File: src/rtl/gemm_csr_pkg.sv
// Register map, STATUS bit positions and the descriptor record shared by the
// GEMM descriptor queue and its FIFO.
package gemm_csr_pkg;

    localparam logic [31:0] OFF_A_ADDR   = 32'h00;
    localparam logic [31:0] OFF_B_ADDR   = 32'h04;
    localparam logic [31:0] OFF_C_ADDR   = 32'h08;
    localparam logic [31:0] OFF_A_STRIDE = 32'h0C;
    localparam logic [31:0] OFF_B_STRIDE = 32'h10;
    localparam logic [31:0] OFF_CONTROL  = 32'h14;
    localparam logic [31:0] OFF_DIM      = 32'h18;
    localparam logic [31:0] OFF_DOORBELL = 32'h1C;
    localparam logic [31:0] OFF_STATUS   = 32'h20;
    localparam logic [31:0] OFF_DONE_CNT = 32'h24;
    localparam logic [31:0] OFF_CMD      = 32'h28;

    localparam int unsigned ST_EMPTY   = 0;
    localparam int unsigned ST_FULL    = 1;
    localparam int unsigned ST_OVF     = 2;
    localparam int unsigned ST_CNT_LSB = 8;

    typedef struct packed {
        logic [31:0] a_addr;
        logic [31:0] b_addr;
        logic [31:0] c_addr;
        logic [31:0] a_stride;
        logic [31:0] b_stride;
        logic [31:0] control;
        logic [31:0] dim;
    } gemm_desc_t;

endpackage

File: src/rtl/desc_fifo.sv
// Show-ahead synchronous FIFO of GEMM descriptors with flush and a
// drop indication for pushes that find the queue full with no pop.
module desc_fifo
    import gemm_csr_pkg::*;
#(
    parameter  int unsigned DEPTH = 4,
    localparam int unsigned AW    = $clog2(DEPTH),
    localparam int unsigned CW    = AW + 1
) (
    input  logic          clk_i,
    input  logic          rst_i,
    input  logic          push_i,
    input  gemm_desc_t    push_data_i,
    input  logic          pop_i,
    input  logic          flush_i,
    output gemm_desc_t    head_o,
    output logic          empty_o,
    output logic          full_o,
    output logic          drop_o,
    output logic [CW-1:0] count_o
);

    gemm_desc_t    mem_q [DEPTH];
    logic [AW-1:0] wr_ptr_q, wr_ptr_d;
    logic [AW-1:0] rd_ptr_q, rd_ptr_d;
    logic [CW-1:0] count_q, count_d;
    logic          do_push, do_pop;

    assign empty_o = (count_q == '0);
    assign full_o  = (count_q == CW'(DEPTH));
    assign do_pop  = pop_i && !empty_o;
    // A pop in the same cycle frees the slot the push needs.
    assign do_push = push_i && (!full_o || do_pop);
    assign drop_o  = push_i && full_o && !do_pop;
    assign head_o  = mem_q[rd_ptr_q];
    assign count_o = count_q;

    always_comb begin
        wr_ptr_d = wr_ptr_q;
        rd_ptr_d = rd_ptr_q;
        count_d  = count_q;
        if (flush_i) begin
            wr_ptr_d = '0;
            rd_ptr_d = '0;
            count_d  = '0;
        end else begin
            if (do_push) wr_ptr_d = wr_ptr_q + AW'(1);
            if (do_pop)  rd_ptr_d = rd_ptr_q + AW'(1);
            case ({do_push, do_pop})
                2'b10:   count_d = count_q + CW'(1);
                2'b01:   count_d = count_q - CW'(1);
                default: count_d = count_q;
            endcase
        end
    end

    always_ff @(posedge clk_i or posedge rst_i) begin
        if (rst_i) begin
            wr_ptr_q <= '0;
            rd_ptr_q <= '0;
            count_q  <= '0;
            for (int unsigned i = 0; i < DEPTH; i++) mem_q[i] <= '0;
        end else begin
            wr_ptr_q <= wr_ptr_d;
            rd_ptr_q <= rd_ptr_d;
            count_q  <= count_d;
            if (do_push && !flush_i) mem_q[wr_ptr_q] <= push_data_i;
        end
    end

endmodule

File: src/rtl/gemm_desc_queue.sv
// Memory-mapped GEMM command front-end: staging registers, doorbell enqueue
// into a descriptor FIFO, status/done counter readback and flush.
module gemm_desc_queue
    import gemm_csr_pkg::*;
#(
    parameter logic [31:0] BASE_ADDR = 32'h9000_0000,
    parameter int unsigned DEPTH     = 4,
    parameter int unsigned DIM_W     = 5,
    parameter int unsigned CNT_W     = 16
) (
    input  logic             clk,
    input  logic             rst,
    input  logic             system_bus_en,
    input  logic             system_bus_rdwr,
    input  logic [31:0]      system_bus_addr,
    input  logic [31:0]      system_bus_wr_data,
    output logic [31:0]      system_bus_rd_data,
    output logic             desc_valid,
    input  logic             desc_ready,
    output logic [31:0]      tile_A_addr,
    output logic [31:0]      tile_B_addr,
    output logic [31:0]      tile_C_addr,
    output logic [31:0]      tile_A_stride,
    output logic [31:0]      tile_B_stride,
    output logic [DIM_W-1:0] msize,
    output logic [DIM_W-1:0] ksize,
    output logic [DIM_W-1:0] nsize,
    output logic             store,
    output logic             overwrite,
    input  logic             gemm_done
);

    localparam int unsigned CW = $clog2(DEPTH) + 1;

    gemm_desc_t     stage_q, stage_d;
    gemm_desc_t     head;
    logic [CNT_W-1:0] done_cnt_q, done_cnt_d;
    logic           ovf_q, ovf_d;
    logic [31:0]    rd_data_q, rd_data_d;
    logic [31:0]    offset;
    logic [31:0]    status;
    logic           wr_en, rd_en, push, flush, drop, empty, full;
    logic [CW-1:0]  count;
    logic           unused_head_bits;

    assign offset = system_bus_addr - BASE_ADDR;
    assign wr_en  = system_bus_en && system_bus_rdwr;
    assign rd_en  = system_bus_en && !system_bus_rdwr;
    assign push   = wr_en && (offset == OFF_DOORBELL);
    assign flush  = wr_en && (offset == OFF_CMD) && system_bus_wr_data[0];

    desc_fifo #(.DEPTH(DEPTH)) u_fifo (
        .clk_i       (clk),
        .rst_i       (rst),
        .push_i      (push),
        .push_data_i (stage_q),
        .pop_i       (desc_valid && desc_ready),
        .flush_i     (flush),
        .head_o      (head),
        .empty_o     (empty),
        .full_o      (full),
        .drop_o      (drop),
        .count_o     (count)
    );

    always_comb begin
        stage_d = stage_q;
        if (wr_en) begin
            case (offset)
                OFF_A_ADDR:   stage_d.a_addr   = system_bus_wr_data;
                OFF_B_ADDR:   stage_d.b_addr   = system_bus_wr_data;
                OFF_C_ADDR:   stage_d.c_addr   = system_bus_wr_data;
                OFF_A_STRIDE: stage_d.a_stride = system_bus_wr_data;
                OFF_B_STRIDE: stage_d.b_stride = system_bus_wr_data;
                OFF_CONTROL:  stage_d.control  = system_bus_wr_data;
                OFF_DIM:      stage_d.dim      = system_bus_wr_data;
                default:      stage_d          = stage_q;
            endcase
        end
    end

    // A dropped push outranks a same-cycle W1C of the overflow flag.
    always_comb begin
        ovf_d = ovf_q;
        if (wr_en && (offset == OFF_STATUS) && system_bus_wr_data[ST_OVF]) ovf_d = 1'b0;
        if (drop) ovf_d = 1'b1;
    end

    always_comb begin
        done_cnt_d = done_cnt_q;
        if (gemm_done) done_cnt_d = done_cnt_q + CNT_W'(1);
    end

    always_comb begin
        status                      = '0;
        status[ST_EMPTY]            = empty;
        status[ST_FULL]             = full;
        status[ST_OVF]              = ovf_q;
        status[ST_CNT_LSB +: 8]     = 8'(count);
    end

    always_comb begin
        rd_data_d = rd_data_q;
        if (rd_en) begin
            case (offset)
                OFF_A_ADDR:   rd_data_d = stage_q.a_addr;
                OFF_B_ADDR:   rd_data_d = stage_q.b_addr;
                OFF_C_ADDR:   rd_data_d = stage_q.c_addr;
                OFF_A_STRIDE: rd_data_d = stage_q.a_stride;
                OFF_B_STRIDE: rd_data_d = stage_q.b_stride;
                OFF_CONTROL:  rd_data_d = stage_q.control;
                OFF_DIM:      rd_data_d = stage_q.dim;
                OFF_STATUS:   rd_data_d = status;
                OFF_DONE_CNT: rd_data_d = 32'(done_cnt_q);
                default:      rd_data_d = '0;
            endcase
        end
    end

    always_ff @(posedge clk or posedge rst) begin
        if (rst) begin
            stage_q    <= '0;
            done_cnt_q <= '0;
            ovf_q      <= 1'b0;
            rd_data_q  <= '0;
        end else begin
            stage_q    <= stage_d;
            done_cnt_q <= done_cnt_d;
            ovf_q      <= ovf_d;
            rd_data_q  <= rd_data_d;
        end
    end

    assign system_bus_rd_data = rd_data_q;
    assign desc_valid         = !empty;
    assign tile_A_addr        = head.a_addr;
    assign tile_B_addr        = head.b_addr;
    assign tile_C_addr        = head.c_addr;
    assign tile_A_stride      = head.a_stride;
    assign tile_B_stride      = head.b_stride;
    assign store              = head.control[0];
    assign overwrite          = head.control[1];
    assign msize              = head.dim[DIM_W-1:0];
    assign ksize              = head.dim[2*DIM_W-1:DIM_W];
    assign nsize              = head.dim[3*DIM_W-1:2*DIM_W];
    assign unused_head_bits   = ^(head.dim >> (3*DIM_W)) ^ (^head.control[31:2]);

endmodule

File: config.mk
export PLATFORM = sky130hd
export DESIGN_NAME = gemm_desc_queue
export DESIGN_NICKNAME = d
export VERILOG_FILES = /design/src/rtl/gemm_csr_pkg.sv /design/src/rtl/desc_fifo.sv /design/src/rtl/gemm_desc_queue.sv
export SDC_FILE = /design/constraint.sdc
export NUM_CORES = 2
export LEC_CHECK = 0
export ABC_AREA = 1
export BUFFER_PORTS_ARGS = -buffer_cell sky130_fd_sc_hd__buf_2
export CAP_MARGIN = 10
export CORE_ASPECT_RATIO = 0.75
export CORE_UTILIZATION = 38
export CTS_CLUSTER_SIZE = 14
export DETAILED_ROUTE_END_ITERATION = 7
export PLACE_DENSITY_LB_ADDON = 0.25
export SLEW_MARGIN = 20
export SYNTH_ARGS = -nofsm -noshare
export SYNTH_HDL_FRONTEND = slang
export SYNTH_SLANG_ARGS = --single-unit
File: constraint.sdc
create_clock -name clk -period 43.9 [get_ports clk]
set_input_delay 8.78 -clock clk [delete_from_list [all_inputs] [get_ports clk]]
set_output_delay 8.78 -clock clk [all_outputs]
set_load 0.02 [all_outputs]
# Yosys cells after proc, flatten, opt, wreduce, memory -nomap -nowiden
# Cells that the tools add are included.
totals:
  inputBits: 70
  word_cells: 113
  output_inout_bits: 210
  regBits: 1176
classes:
  n_mux: 15
  addsub: 6
  bitwise: 2
  eq_ne: 13
  n_reduce_logical: 33
  magnitude_cmp: 3
ops:
  columns: ["cell", "count"]
  rows:
  - ["$bwmux W896", 1]
  - ["$mux W224", 3]
  - ["$bmux W224 S2", 1]
  - ["$demux W224 S2", 1]
  - ["$pmux W32 S9", 1]
  - ["$eq A32 B5 Y1 const B", 4]
  - ["$eq A32 B6 Y1 const B", 3]
  - ["$eq A32 B4 Y1 const B", 2]
  - ["$eq A32 B3 Y1 const B", 1]
  - ["$logic_not A32 Y1", 1]
  - ["$sub A32 B32 Y32 const B", 1]
  - ["$add A16 B1 Y16 const B", 1]
  - ["$logic_and A1 B1 Y1", 14]
  - ["$reduce_and A2 Y1", 7]
  - ["$mux W2", 4]
  - ["$ge A3 B3 Y1 const B", 2]
  - ["$not A2 Y3", 2]
  - ["$pmux W3 S2", 1]
  - ["$reduce_bool A2 Y1", 3]
  - ["$logic_not A1 Y1", 5]
  - ["$add A2 B1 Y2 const B", 2]
  - ["$add A3 B1 Y3 const B", 1]
  - ["$eq A3 B3 Y1 const B", 1]
  - ["$logic_not A3 Y1", 1]
  - ["8 further kinds", 9]

# Logic depth before layout (Yosys ltp)
logic_depth:
  word_depth: 9
  mapped_depth: 17
  mapped_depth_nobuf: 16

# Modules after synthesis
# From an unflattened synthesis, not the netlist that was laid out.
unflattened:
  hier_cells: 5986
  area_unflattened_um2: 51943.6
modules_own_cells:
  columns: ["module", "area_each_um2", "n_inst", "cells_per_inst", "seq_area_each_um2"]
  rows:
  - ["desc_fifo", 39371.5, 1, 4443, 22596.7]
  - ["gemm_desc_queue", 12572.1, 1, 1543, 6831.6]

# Worst setup path before layout
# OpenSTA, ideal clock, no wires.
synth_path:
  kind: "in2reg"
  start: "input system_bus_addr[23]"
  end: "register u_fifo.count_q[2] (netlist: u_fifo.count_o[2])"
  setup_ns: 0.118
  slack_ns: 33.357
  path_buffers: 1
  t_arrival_ns: 10.425
  cell_stages: 16
  required_ns: 43.782
  path_cell_list: "nor2_1 -> nand2_1 -> nor2_1 -> nand2_1 -> inv_2 -> buf_6 -> nand3_1 -> nand2_1 -> inv_1 -> fa_1 -> xnor2_1 -> inv_1 -> nand2_1 -> nand2_1 -> nand3_1 -> nand2_1"
synth_between:
  elab_chain_len: 7
  elab_cells_between_ends: 12
  cone_classes: "add/sub (1); eq/ne (4); mux (2); reduce/logical (5)"
synth_lines:
  columns: ["item", "line", "source"]
  rows:
  - ["start, declared", "gemm_desc_queue.sv:15", "input logic [31:0] system_bus_addr,"]
  - ["$sub A32 B32 Y32 *", "gemm_desc_queue.sv:46", "assign offset = system_bus_addr - BASE_ADDR;"]
  - ["$eq A32 B5 Y1", "gemm_desc_queue.sv:49", "assign push = wr_en && (offset == OFF_DOORBELL);"]
  - ["$logic_and A1 B1 Y1", "gemm_desc_queue.sv:49", null]
  - ["$logic_and A1 B1 Y1", "desc_fifo.sv:33", "assign do_push = push_i && (!full_o || do_pop);"]
  - ["$eq A2 B1 Y1 or $eq A2 B2 Y1 (tied branches)", "desc_fifo.sv:49", "case ({do_push, do_pop})"]
  - ["$pmux W3 S2", "desc_fifo.sv:49", null]
  - ["$mux W3", "desc_fifo.sv:42", "if (flush_i) begin"]
  - ["end signal, assigned", "desc_fifo.sv:66", "count_q <= count_d;"]
  - ["end, declared", "desc_fifo.sv:26", "logic [CW-1:0] count_q, count_d;"]
# Every way passes the cells marked *; elsewhere a longest branch is shown, timed or not.
# A chain may end at the register's enable or synchronous reset.

# Final worst setup path
layout_path:
  start: "register u_fifo.rd_ptr_q[0]"
  end: "output tile_A_addr[29]"
layout_between:
  elab_chain_len: 4
layout_lines:
  columns: ["item", "line", "source"]
  rows:
  - ["start, declared", "desc_fifo.sv:25", "logic [AW-1:0] rd_ptr_q, rd_ptr_d;"]
  - ["start signal, assigned", "desc_fifo.sv:65", "rd_ptr_q <= rd_ptr_d;"]
  - ["$not A2 Y3 (implied by the code)", "desc_fifo.sv:35", "assign head_o = mem_q[rd_ptr_q];"]
  - ["$bmux W224 S2", "desc_fifo.sv:35", null]
  - ["$mux W224 (implied by the code) (2 in series)", "desc_fifo.sv:35", null]
  - ["end, declared", "gemm_desc_queue.sv:20", "output logic [31:0] tile_A_addr,"]
# Every way passes these cells. The select of a mux whose other input is x is not followed.

==> qor.csv <==
stage,metric,value,unit
floorplan,coreArea,0.112,sq mm
clock_tree,insertion_delay,0.71,ns
power_and_ir_drop,ir_drop,0.0593,mV
setup_path,path_cells,buf_4 -> buf_4 -> o21ai_0 -> o22ai_1 -> buf_2,
clock_tree,cts_tree,done,
setup_path,cp_data_arrival_time,3.86,ns
setup_path,crit_slowest_cell,buf_4,
setup_path,critPathLaunchType,flip-flop,
routing,drc,0,
setup_path,crit_path_max_incr_delay,0.77,ns
yosys,synthTopCellsByArea,"dfrtp_1, nand2_1, o21ai_0, o21ai_1, nor2_1",
finish,fin_nets,5217,
floorplan,dieHeight,294,um
power_and_ir_drop,power.leakage,22.0,nW
grt,grt_max_degree,221,
yosys,syn-cell-area,0.0432,sq mm
routing,dr.pass1.iters,6,
sta,skew,0.0283,ns
floorplan,core.rowCount,106,
clock_tree,cts_buffers,101,
finish,syn_to_final_growth,12.5,%
yosys,synthCells,5081,
finish,n_fill_cell,11249,
setup_path,path_delay_family,buffers and inverters,
finish,num_antenna_cells,0,
sta,setup_ws,31.26,ns
yosys,yosys_register_bits,988,
routing,postRouteAntennaNets,0,
sta,setup_tns,0,ns
setup_path,path_common_cell,buf_4,
clock_tree,cts_root_buf,clkbuf_16,
yosys,synth_seq_area_share,57.2,%
sta,drv_slew,0,
grt,overflow,0,
clock_tree,clk_pin_slew_worst_paths,0.06,ns
hold_path,hold_path_class,flip-flop to flip-flop,
setup_path,endpoint_kind,primary output,
setup_path,critPathMaxFanout,81,
routing,post_drt_wl_per_cell,20.7,um
flow_run,max-cap-violations,0,
clock_tree,cts_hold_buffers,0,
yosys,yosys.area.top_type,dfrtp_1,
setup_path,worstSetupPathType,flip-flop to primary output,
yosys,synthDistinctLibCells,30,
floorplan,die_area,0.115,sq mm
sta,setup_viol,0,
clock_tree,cts_resized,0,
outcome,status,completed,
sta,timing.slew.headroom,19.9,%
clock_tree,cts.sinks,988,
sta,worst_pin_slew,1.20,ns
routing,viasPerCell,5.31,
clock_tree,cts-htree-levels,3,
power_and_ir_drop,p_per_area,53.3,mW/mm^2
grt,grt_antenna_before_repair,4,
sta,fin_crit_sh,28.8,%
sta,period_minus_slack,12.64,ns
sta,max_freq,79.1,MHz
yosys,syn_area_per_cell,8.50,sq um
yosys,syn-num-nets,5157,
finish,drive_above_1_share,10.1,%
setup_path,worstPathRequired,35.12,ns
placed_design,place_congestion,0.946,
sta,rsz0062_at_grt,false,
grt,grt_pass1_vias,32890,
yosys,yosys.area.top_type_share,57.2,%
clock_tree,clk_path_buf_depth,3,
power_and_ir_drop,total_power,2.59,mW
routing,vias,35779,
floorplan,die_w,391,um
routing,drt_iter0_drc,3883,
sta,hold_viol,0,
setup_path,path_buf_inv,3,
floorplan,ios,280,
grt,grt_usage,24.2,%
yosys,yosys_warnings,0,
clock_tree,cts_setup_buffers,0,
routing,routed_wl,140,mm
placed_design,io_buffer_count,279,
placed_design,dp_hpwl,89.2,mm
floorplan,initial_core_util,38.5,%
placed_design,place_ws,31.45,ns
grt,grt_pass1_wl,212,mm
per-stage QoR:
| step | instances | utilization (%) | hold slack [ns] | instance area (sq um) |
|---|---|---|---|---|
| floorplan | 5081 | - | 0.442 | 43200 |
| global placement | 6550 | 40.3 | 0.458 | 45100 |
| detailed placement | 6550 | 40.3 | 0.460 | 45100 |
| CTS | 6738 | 43.4 | 0.474 | 48600 |
| global route | 6738 | 43.4 | 0.498 | 48600 |
| finish | 6738 | 43.4 | 0.473 | 48600 |
layer usage:
layer  track usage, %  vias up  part of all wire [%]
met4             6.09        0                   2.4
met5                0        -                     0
li1                 -    16904                     -
met3             4.74      179                   7.9
met2             35.2     1271                    43
met1             36.5    17425                    46
where the power goes:
group | internal (mW) | switching, mW | leakage, nW
logic | 0.209 | 0.557 | 6.54
clock network | 0.521 | 0.378 | 1.70
registers | 0.917 | 0.0109 | 13.8
total | 1.65 | 0.946 | 22.0
cells by family after synthesis:
group / synth area share (%)
AOI/OAI and AO/OA: 17.6
buffers and inverters: 6.68
and+or+nand+nor: 18.0
adders and majority gates: 0.191
xor gates and xnor gates: 0.324
DFF: 57.2
layout make-up:
| cell class | instances | area [sq um] | share of cell area [%] |
|---|---|---|---|
| sequential | 988 | 24700 | 50.9 |
| multi-input combinational | 3449 | 15700 | 32.2 |
| clock buffer | 144 | 2900 | 5.97 |
| tap | 1512 | 1890 | 3.89 |
| timing repair buffer | 320 | 1790 | 3.69 |
| inverter | 281 | 1080 | 2.22 |
| clock inverter | 44 | 552 | 1.14 |
path summary, 6_finish.rpt:
kind,start,to,slack (ns),cells past startpoint
worst max register to register,u_fifo.count_o[0],u_fifo.mem_q[799],40.04,8
min in group asynchronous,rst,u_fifo.mem_q[448],8.24,2
max in group asynchronous,rst,u_fifo.mem_q[127],32.39,5
worst min register to register,done_cnt_q[15],done_cnt_q[15],0.47,1
worst min-delay path,done_cnt_q[15],done_cnt_q[15],0.47,1
worst max-delay path,u_fifo.rd_ptr_q[0],tile_A_addr[29],31.26,5
worst reg2reg max path: cells and delay by family, from the launching register on:
| family | cells | cell delay (ns) |
|---|---|---|
| compound gates | 1 | 0.36 |
| simple gates | 4 | 1.22 |
| buf+inv | 3 | 1.65 |
| flops | 1 | 0.44 |
sequential cells by signal (all words and copies together), names as in the netlist:
signal              cells
u_fifo.count_o          3
system_bus_rd_data     32
ovf_q                   1
u_fifo.rd_ptr_q         2
done_cnt_q             16
u_fifo.mem_q          708
stage_q               224
u_fifo.wr_ptr_q         2
cells in the mapped netlist:
cell	number
nand2_1	1230
dfrtp_1	988
o21ai_0	801
o21ai_1	488
nor2_1	452
inv_1	274
nand3_1	237
clkbuf_1	229
o22ai_1	177
buf_2	74
buf_6	49
xor2_1	15
buf_1	10
nand2_2	10
nor2_2	7
inv_2	6
nand4_1	6
ha_1	5
nand3_2	5
nor3_1	5
nor2_4	4
a2bb2oi_1	1
buf_4	1
fa_1	1
inv_4	1
nor3b_1	1
nor4_1	1
o211ai_1	1
o31ai_1	1
xnor2_1	1
cell usage in the layout (no fill, tap or decap), drive strengths merged:
cell	Yosys	routed
buf	134	320
nor3b	1	1
o31ai	1	1
xnor2	1	1
clkinvlp	0	3
dfrtp	988	988
o211ai	1	1
o21ai	1289	1289
bufinv	0	10
inv	281	285
nor3	5	5
fa	1	1
nand2	1240	1240
nor2	463	463
xor2	15	15
clkbuf	229	144
ha	5	5
o22ai	177	177
nand4	6	6
a2bb2oi	1	1
nor4	1	1
clkinv	0	27
nand3	242	242
Note: power is estimated with default switching activity, not from simulation.
